--- src/rtl/morse_pkg.sv ---
// Shared Morse sequence-code constants, FSM state type and small slot helpers.
package morse_pkg;

  localparam logic [1:0] SYM_DOT  = 2'b00;
  localparam logic [1:0] SYM_DASH = 2'b01;
  localparam logic [1:0] SYM_WSP  = 2'b10;
  localparam logic [1:0] SYM_END  = 2'b11;

  localparam logic [9:0] CODE_SPACE   = {SYM_WSP, SYM_END, SYM_END, SYM_END, SYM_END};
  localparam logic [9:0] CODE_INVALID = 10'b11_11_11_11_11;

  typedef enum logic [2:0] {
    ST_IDLE,
    ST_MARK,
    ST_GAP,
    ST_CGAP,
    ST_WGAP
  } state_t;

  function automatic logic is_element(input logic [1:0] sym);
    return (sym == SYM_DOT) || (sym == SYM_DASH);
  endfunction

  function automatic logic [2:0] elem_units(input logic [1:0] sym);
    return (sym == SYM_DASH) ? 3'd3 : 3'd1;
  endfunction

endpackage

--- src/rtl/morse_char_lut.sv ---
// Combinational ASCII to 10-bit Morse sequence code; lower case folds to upper case.
module morse_char_lut
  import morse_pkg::*;
(
  input  logic [7:0] char_in,
  output logic [9:0] code
);

  logic [7:0] upper;

  always_comb begin
    upper = char_in;
    if (char_in >= 8'h61 && char_in <= 8'h7A) upper = char_in - 8'h20;
    code = CODE_INVALID;
    case (upper)
      8'h20: code = CODE_SPACE;
      8'h41: code = 10'b00_01_11_11_11; // A
      8'h42: code = 10'b01_00_00_00_11;
      8'h43: code = 10'b01_00_01_00_11;
      8'h44: code = 10'b01_00_00_11_11;
      8'h45: code = 10'b00_11_11_11_11;
      8'h46: code = 10'b00_00_01_00_11;
      8'h47: code = 10'b01_01_00_11_11;
      8'h48: code = 10'b00_00_00_00_11;
      8'h49: code = 10'b00_00_11_11_11;
      8'h4A: code = 10'b00_01_01_01_11;
      8'h4B: code = 10'b01_00_01_11_11;
      8'h4C: code = 10'b00_01_00_00_11;
      8'h4D: code = 10'b01_01_11_11_11;
      8'h4E: code = 10'b01_00_11_11_11;
      8'h4F: code = 10'b01_01_01_11_11;
      8'h50: code = 10'b00_01_01_00_11;
      8'h51: code = 10'b01_01_00_01_11;
      8'h52: code = 10'b00_01_00_11_11;
      8'h53: code = 10'b00_00_00_11_11;
      8'h54: code = 10'b01_11_11_11_11;
      8'h55: code = 10'b00_00_01_11_11;
      8'h56: code = 10'b00_00_00_01_11;
      8'h57: code = 10'b00_01_01_11_11;
      8'h58: code = 10'b01_00_00_01_11;
      8'h59: code = 10'b01_00_01_01_11;
      8'h5A: code = 10'b01_01_00_00_11;
      8'h30: code = 10'b01_01_01_01_01; // 0
      8'h31: code = 10'b00_01_01_01_01;
      8'h32: code = 10'b00_00_01_01_01;
      8'h33: code = 10'b00_00_00_01_01;
      8'h34: code = 10'b00_00_00_00_01;
      8'h35: code = 10'b00_00_00_00_00;
      8'h36: code = 10'b01_00_00_00_00;
      8'h37: code = 10'b01_01_00_00_00;
      8'h38: code = 10'b01_01_01_00_00;
      8'h39: code = 10'b01_01_01_01_00;
      default: code = CODE_INVALID;
    endcase
  end

endmodule

--- src/rtl/morse_encoder.sv ---
// Morse transmitter: accepts ASCII characters and keys dots, dashes and gaps
// on key_out, timed in units of UNIT_CYCLES clocks.
module morse_encoder
  import morse_pkg::*;
#(
  parameter int unsigned UNIT_CYCLES = 50000
) (
  input  logic       clk,
  input  logic       rst,
  input  logic [7:0] char_in,
  input  logic       char_valid,
  output logic       char_ready,
  output logic       key_out,
  output logic       busy,
  output logic [9:0] code_out,
  output logic       err
);

  localparam int unsigned TW = (UNIT_CYCLES > 1) ? $clog2(UNIT_CYCLES) : 1;
  localparam logic [TW-1:0] TICK_LAST = TW'(UNIT_CYCLES - 1);
  // Closing gaps run one cycle short: the IDLE cycle that presents char_ready
  // is the last gap cycle, so a waiting character keys with no extra idle cycle.
  localparam logic [TW-1:0] TICK_SKIP = (UNIT_CYCLES > 1) ? TW'(1) : TW'(0);
  localparam logic [2:0]    UNIT_TRIM = (UNIT_CYCLES > 1) ? 3'd0 : 3'd1;

  // Handshake: a character transfers on a rising edge where char_valid and
  // char_ready are both high; char_in is ignored at every other edge.
  state_t        state_q, state_d;
  logic [TW-1:0] tick_q, tick_d;
  logic [2:0]    units_q, units_d;
  logic [7:0]    rest_q, rest_d;
  logic [9:0]    code_q, code_d;
  logic          key_q, key_d;
  logic          ready_q, ready_d;
  logic          busy_q, busy_d;
  logic          err_q, err_d;
  logic [9:0]    lut_code;
  logic          unit_done;
  logic          last_unit;

  morse_char_lut u_lut (
    .char_in (char_in),
    .code    (lut_code)
  );

  assign unit_done = (tick_q == TICK_LAST);
  assign last_unit = unit_done && (units_q == 3'd1);

  always_comb begin
    state_d = state_q;
    tick_d  = unit_done ? '0 : tick_q + TW'(1);
    units_d = unit_done ? units_q - 3'd1 : units_q;
    rest_d  = rest_q;
    code_d  = code_q;
    key_d   = key_q;
    ready_d = ready_q;
    err_d   = 1'b0;
    case (state_q)
      ST_IDLE: begin
        ready_d = 1'b1;
        if (char_valid && ready_q) begin
          ready_d = 1'b0;
          code_d  = lut_code;
          rest_d  = lut_code[7:0];
          if (is_element(lut_code[9:8])) begin
            state_d = ST_MARK;
            units_d = elem_units(lut_code[9:8]);
            tick_d  = '0;
            key_d   = 1'b1;
          end else if (lut_code[9:8] == SYM_WSP) begin
            state_d = ST_WGAP;
            units_d = 3'd4 - UNIT_TRIM;
            tick_d  = TICK_SKIP;
          end else begin
            err_d = 1'b1;
          end
        end
      end
      ST_MARK: begin
        if (last_unit) begin
          state_d = ST_GAP;
          units_d = 3'd1;
          tick_d  = '0;
          key_d   = 1'b0;
        end
      end
      ST_GAP: begin
        if (last_unit) begin
          rest_d = {rest_q[5:0], SYM_END};
          if (is_element(rest_q[7:6])) begin
            state_d = ST_MARK;
            units_d = elem_units(rest_q[7:6]);
            tick_d  = '0;
            key_d   = 1'b1;
          end else begin
            state_d = ST_CGAP;
            units_d = 3'd2 - UNIT_TRIM;
            tick_d  = TICK_SKIP;
          end
        end
      end
      ST_CGAP, ST_WGAP: begin
        if (last_unit) begin
          state_d = ST_IDLE;
          ready_d = 1'b1;
        end
      end
      default: state_d = ST_IDLE;
    endcase
    busy_d = (state_d != ST_IDLE);
  end

  always_ff @(posedge clk or posedge rst) begin
    if (rst) begin
      state_q <= ST_IDLE;
      tick_q  <= '0;
      units_q <= '0;
      rest_q  <= '1;
      code_q  <= CODE_INVALID;
      key_q   <= 1'b0;
      ready_q <= 1'b0;
      busy_q  <= 1'b0;
      err_q   <= 1'b0;
    end else begin
      state_q <= state_d;
      tick_q  <= tick_d;
      units_q <= units_d;
      rest_q  <= rest_d;
      code_q  <= code_d;
      key_q   <= key_d;
      ready_q <= ready_d;
      busy_q  <= busy_d;
      err_q   <= err_d;
    end
  end

  assign char_ready = ready_q;
  assign key_out    = key_q;
  assign busy       = busy_q;
  assign code_out   = code_q;
  assign err        = err_q;

endmodule
--- config.mk ---
export PLATFORM = sky130hd
export DESIGN_NAME = morse_encoder
export DESIGN_NICKNAME = d
export VERILOG_FILES = /design/src/rtl/morse_pkg.sv /design/src/rtl/morse_char_lut.sv /design/src/rtl/morse_encoder.sv
export SDC_FILE = /design/constraint.sdc
export NUM_CORES = 1
export LEC_CHECK = 0
export CAP_MARGIN = 20
export CORE_MARGIN = 2
export CORE_UTILIZATION = 53
export CTS_BUF_LIST = sky130_fd_sc_hd__clkbuf_4 sky130_fd_sc_hd__clkbuf_8 sky130_fd_sc_hd__clkbuf_16
export DETAILED_ROUTE_END_ITERATION = 12
export GPL_TIMING_DRIVEN = 0
export HOLD_SLACK_MARGIN = 0.08
export PLACE_DENSITY = 0.88
export SLEW_MARGIN = 20
export SYNTH_ARGS = -nofsm -noshare
export SYNTH_HDL_FRONTEND = slang
export SYNTH_SLANG_ARGS = --single-unit
--- constraint.sdc ---
create_clock -name clk -period 2.2 [get_ports clk]
set_clock_uncertainty 0.2 [all_clocks]
set_input_delay 0.44 -clock clk [delete_from_list [all_inputs] [get_ports clk]]
set_output_delay 0.44 -clock clk [all_outputs]
set_load 0.05 [all_outputs]
==> metrics.txt <==
Post-Synth Adder-Cell Area 0.0407; P_int 2.06 mW; Crit Path Max Fanout 5; Vias 3,024; min Tclk post-route 2.31 ns; CTS root buffer clkbuf_8; vias per inst 6.16; Yosys cell types 63; Diodes inserted 0; die height 80.2 um; routability cong. 0.942; Final Hold Fails 0; top post-synthesis cells by area dfrtp_1, dfstp_2, nor2_1; initial core utilization 0.555; crit path to tick_q[6]$_DFF_PP0_; worst hold slack 0.223 ns; Filler Cell Count 342; GR Util met1 0.338; non-filler cells, final 491; Pre-antenna DRT Iters 5; final core occ 0.736; CTS buffer count 5; FF-to-FF Start tick_q[7]$_DFF_PP0_; PortBufs 22; Cell Area, Synth 3080 sq um; flop-to-flop setup slack -0.08 ns; CTS H-Tree Depth 2; latest clock arrival within the worst-skew pair 0.30 ns; FF+latch count, synth 44; Flop pwr share 0.360; asr flop ratio synth 1.00; busiest grt layer met2; Mean Syn Cell Area 8.45 sq um; Pleak 1.60 nW; syn nets 385; clock tree buffer depth 2; peak supply drop 0.933 mV; Worst-path clk slew 0.08 ns; worst r2r dst units_q[1]$_DFF_PP0_; power share of the combinational group 0.498; Reg area 1130 sq um; Worst setup SP type primary input; Placed Cells 459; sum of net half-perimeters after detailed placement 5330 um; Slew Limit Fails 0; routed wire length 8680 um; vias in the first global route 2,931; sequential cell area fraction in the yosys report 0.365; fin nets 439; pin count of the biggest net entering global routing 30; Worst Setup Slack, final -0.106 ns; most frequent cells in the layout nand2_1, nor2_1, a21oi_1, dfrtp_1; initial antenna violation count 0; CTS Sinks 44; compound-gate portion of the synthesized area 0.224; ANT nets after route 0; worst r2r path cells 6; cell taking the most area after synthesis dfrtp_1; largest family of logic cells by synthesized area simple AND/OR/NAND/NOR gates; Synth Flop Type dfrtp_1; IO Count 25; Tightest Pin Transition 0.505 ns; min-delay worst type in2async; failing checks setup timing; Max Cap Viol 0; Req. time, crit path 2.20 ns; Sw Pwr 1.54 mW; Cell Rows 27; unrepaired setup endpoints after global routing true; post-synthesis mux area share 0.0321; Crit path arrival time 2.30 ns; crit end category register; first-pass GRT wire length 13,900 um; area delta synth->final 32.5%; TritonCTS clock tree built; critical path class in2reg; Post-synth EDFFs 0; switching share of power 0.428; PwrDens 884 nW/um^2; gr ovfl total 0; layout cells sized above 1 0.346; fin crit share 1.05; Synth Instances 364; dpl ws -1.29 ns; Max Freq 0.434 GHz; Worst Setup SP char_in[1]; simple-gate portion of the synthesized area 0.230; max_slew headroom 0.662; Die ar. 6430 sq um; top-area cell type share of the netlist area 0.211; DRC 0; Clk pwr share 0.142; M3 GR Usage 0.0382; commonest non-fill, non-tap cell in the layout nand2_1; post-route cell area 4080 sq um; Die X 80.2 um; Yosys warnings 0; status complete, but fails checks; Core Area 5540 sq um; xor and xnor area share after synthesis 0.0484; GRT met2 Usage 0.492; multi-input combinational cell area 2110 sq um; Setup Viol. Count Final 24; Area after DPL 3420 sq um; Starting DRT DRC Count 187; Routed WL per cell 17.7 um; all-layer global routing usage 0.276
state kept, by name, summed over array words and instances (netlist names):
name	cells
tick_q	16
code_out	10
rest_q	8
state_q	3
units_q	3
busy	1
char_ready	1
err	1
key_out	1
metrics by stage:
step	power, mW	setup TNS [ns]
final	3.60	-1.43
after global routing	3.79	-2.70
after CTS	3.43	-1.19
after detailed placement	2.77	-42.19
after global placement	2.72	-49.93
after floorplan	2.36	-2.61
how the worst min path moves through the flow:
stage                                  from                 endpoint  cells after the start
global route                            rst      tick_q[9]$_DFF_PP0_                      2
detailed placement  code_out[6]$_DFFE_PP1P_  code_out[6]$_DFFE_PP1P_                      2
global placement    code_out[4]$_DFFE_PP1P_  code_out[4]$_DFFE_PP1P_                      2
finish                                  rst      tick_q[9]$_DFF_PP0_                      2
CTS                                     rst     tick_q[14]$_DFF_PP0_                      2
floorplan               tick_q[2]$_DFF_PP0_      tick_q[2]$_DFF_PP0_                      2
power groups by stage:
| stage | logic (mW) | clock network [mW] | registers (mW) |
|---|---|---|---|
| floorplan | 0.761 | 0 | 1.60 |
| global placement | 1.43 | 0 | 1.29 |
| detailed placement | 1.47 | 0 | 1.30 |
| CTS | 1.63 | 0.519 | 1.29 |
| global route | 1.92 | 0.550 | 1.32 |
| finish | 1.79 | 0.511 | 1.30 |
layout make-up:
type                       count  share of cell area
tap                           72              0.0221
inverter                      23              0.0230
sequential                    44               0.276
multi-input combinational    277               0.519
clock inverter                 1             0.00123
clock buffer                   7              0.0206
buffer                        16              0.0218
timing repair buffer          51               0.116
what timing repair did:
action / CTS / global route
hold buffers: 0 / 0
buffers inserted: 21 / 5
resized for setup: 93 / 43
endpoints found under the setup margin: 50 / 40
gates cloned: 2 / 0
pin swaps: 30 / 22
cell usage after synthesis (3+ instances only):
library cell / number
dfrtp_1: 26
and3_1: 4
a21oi_1: 27
nor2_1: 43
ha_1: 10
o22ai_1: 4
xnor2_1: 10
nor4_1: 6
o211ai_1: 4
a211oi_1: 3
inv_1: 22
or2_2: 6
nor3_1: 3
nand2b_1: 5
o22a_1: 3
o21a_1: 4
or3_1: 4
nor2b_1: 7
mux2i_1: 5
o21ai_0: 32
clkbuf_1: 12
nand3_1: 7
dfstp_2: 18
buf_2: 5
xor2_1: 7
nand2_1: 39
metal layers:
layer / vias to the layer above / routed length (um) / share of wire
li1: 1394 / - / -
met1: 1446 / 3390 / 0.39
met2: 147 / 4450 / 0.51
met3: 37 / 492 / 0.057
met4: 0 / 347 / 0.040
met5: - / 0 / 0
cells by family after synthesis:
logic type / count (synthesis)
simple gates: 138
xor+xnor: 17
flops: 44
fa+ha+maj: 10
buf+inv: 43
mux: 8
compound gates: 104
worst max-delay path, stage by stage:
cell and delay, ns:
buf_12 0.09, inv_8 0.04, ha_4 0.15, or4_4 0.54
o21a_4 0.24, a31oi_4 0.18, nand3_4 0.13, a21oi_4 0.24
buf_6 0.19, nor2_2 0.05
No activity file was read; power rests on OpenSTA's default activity.
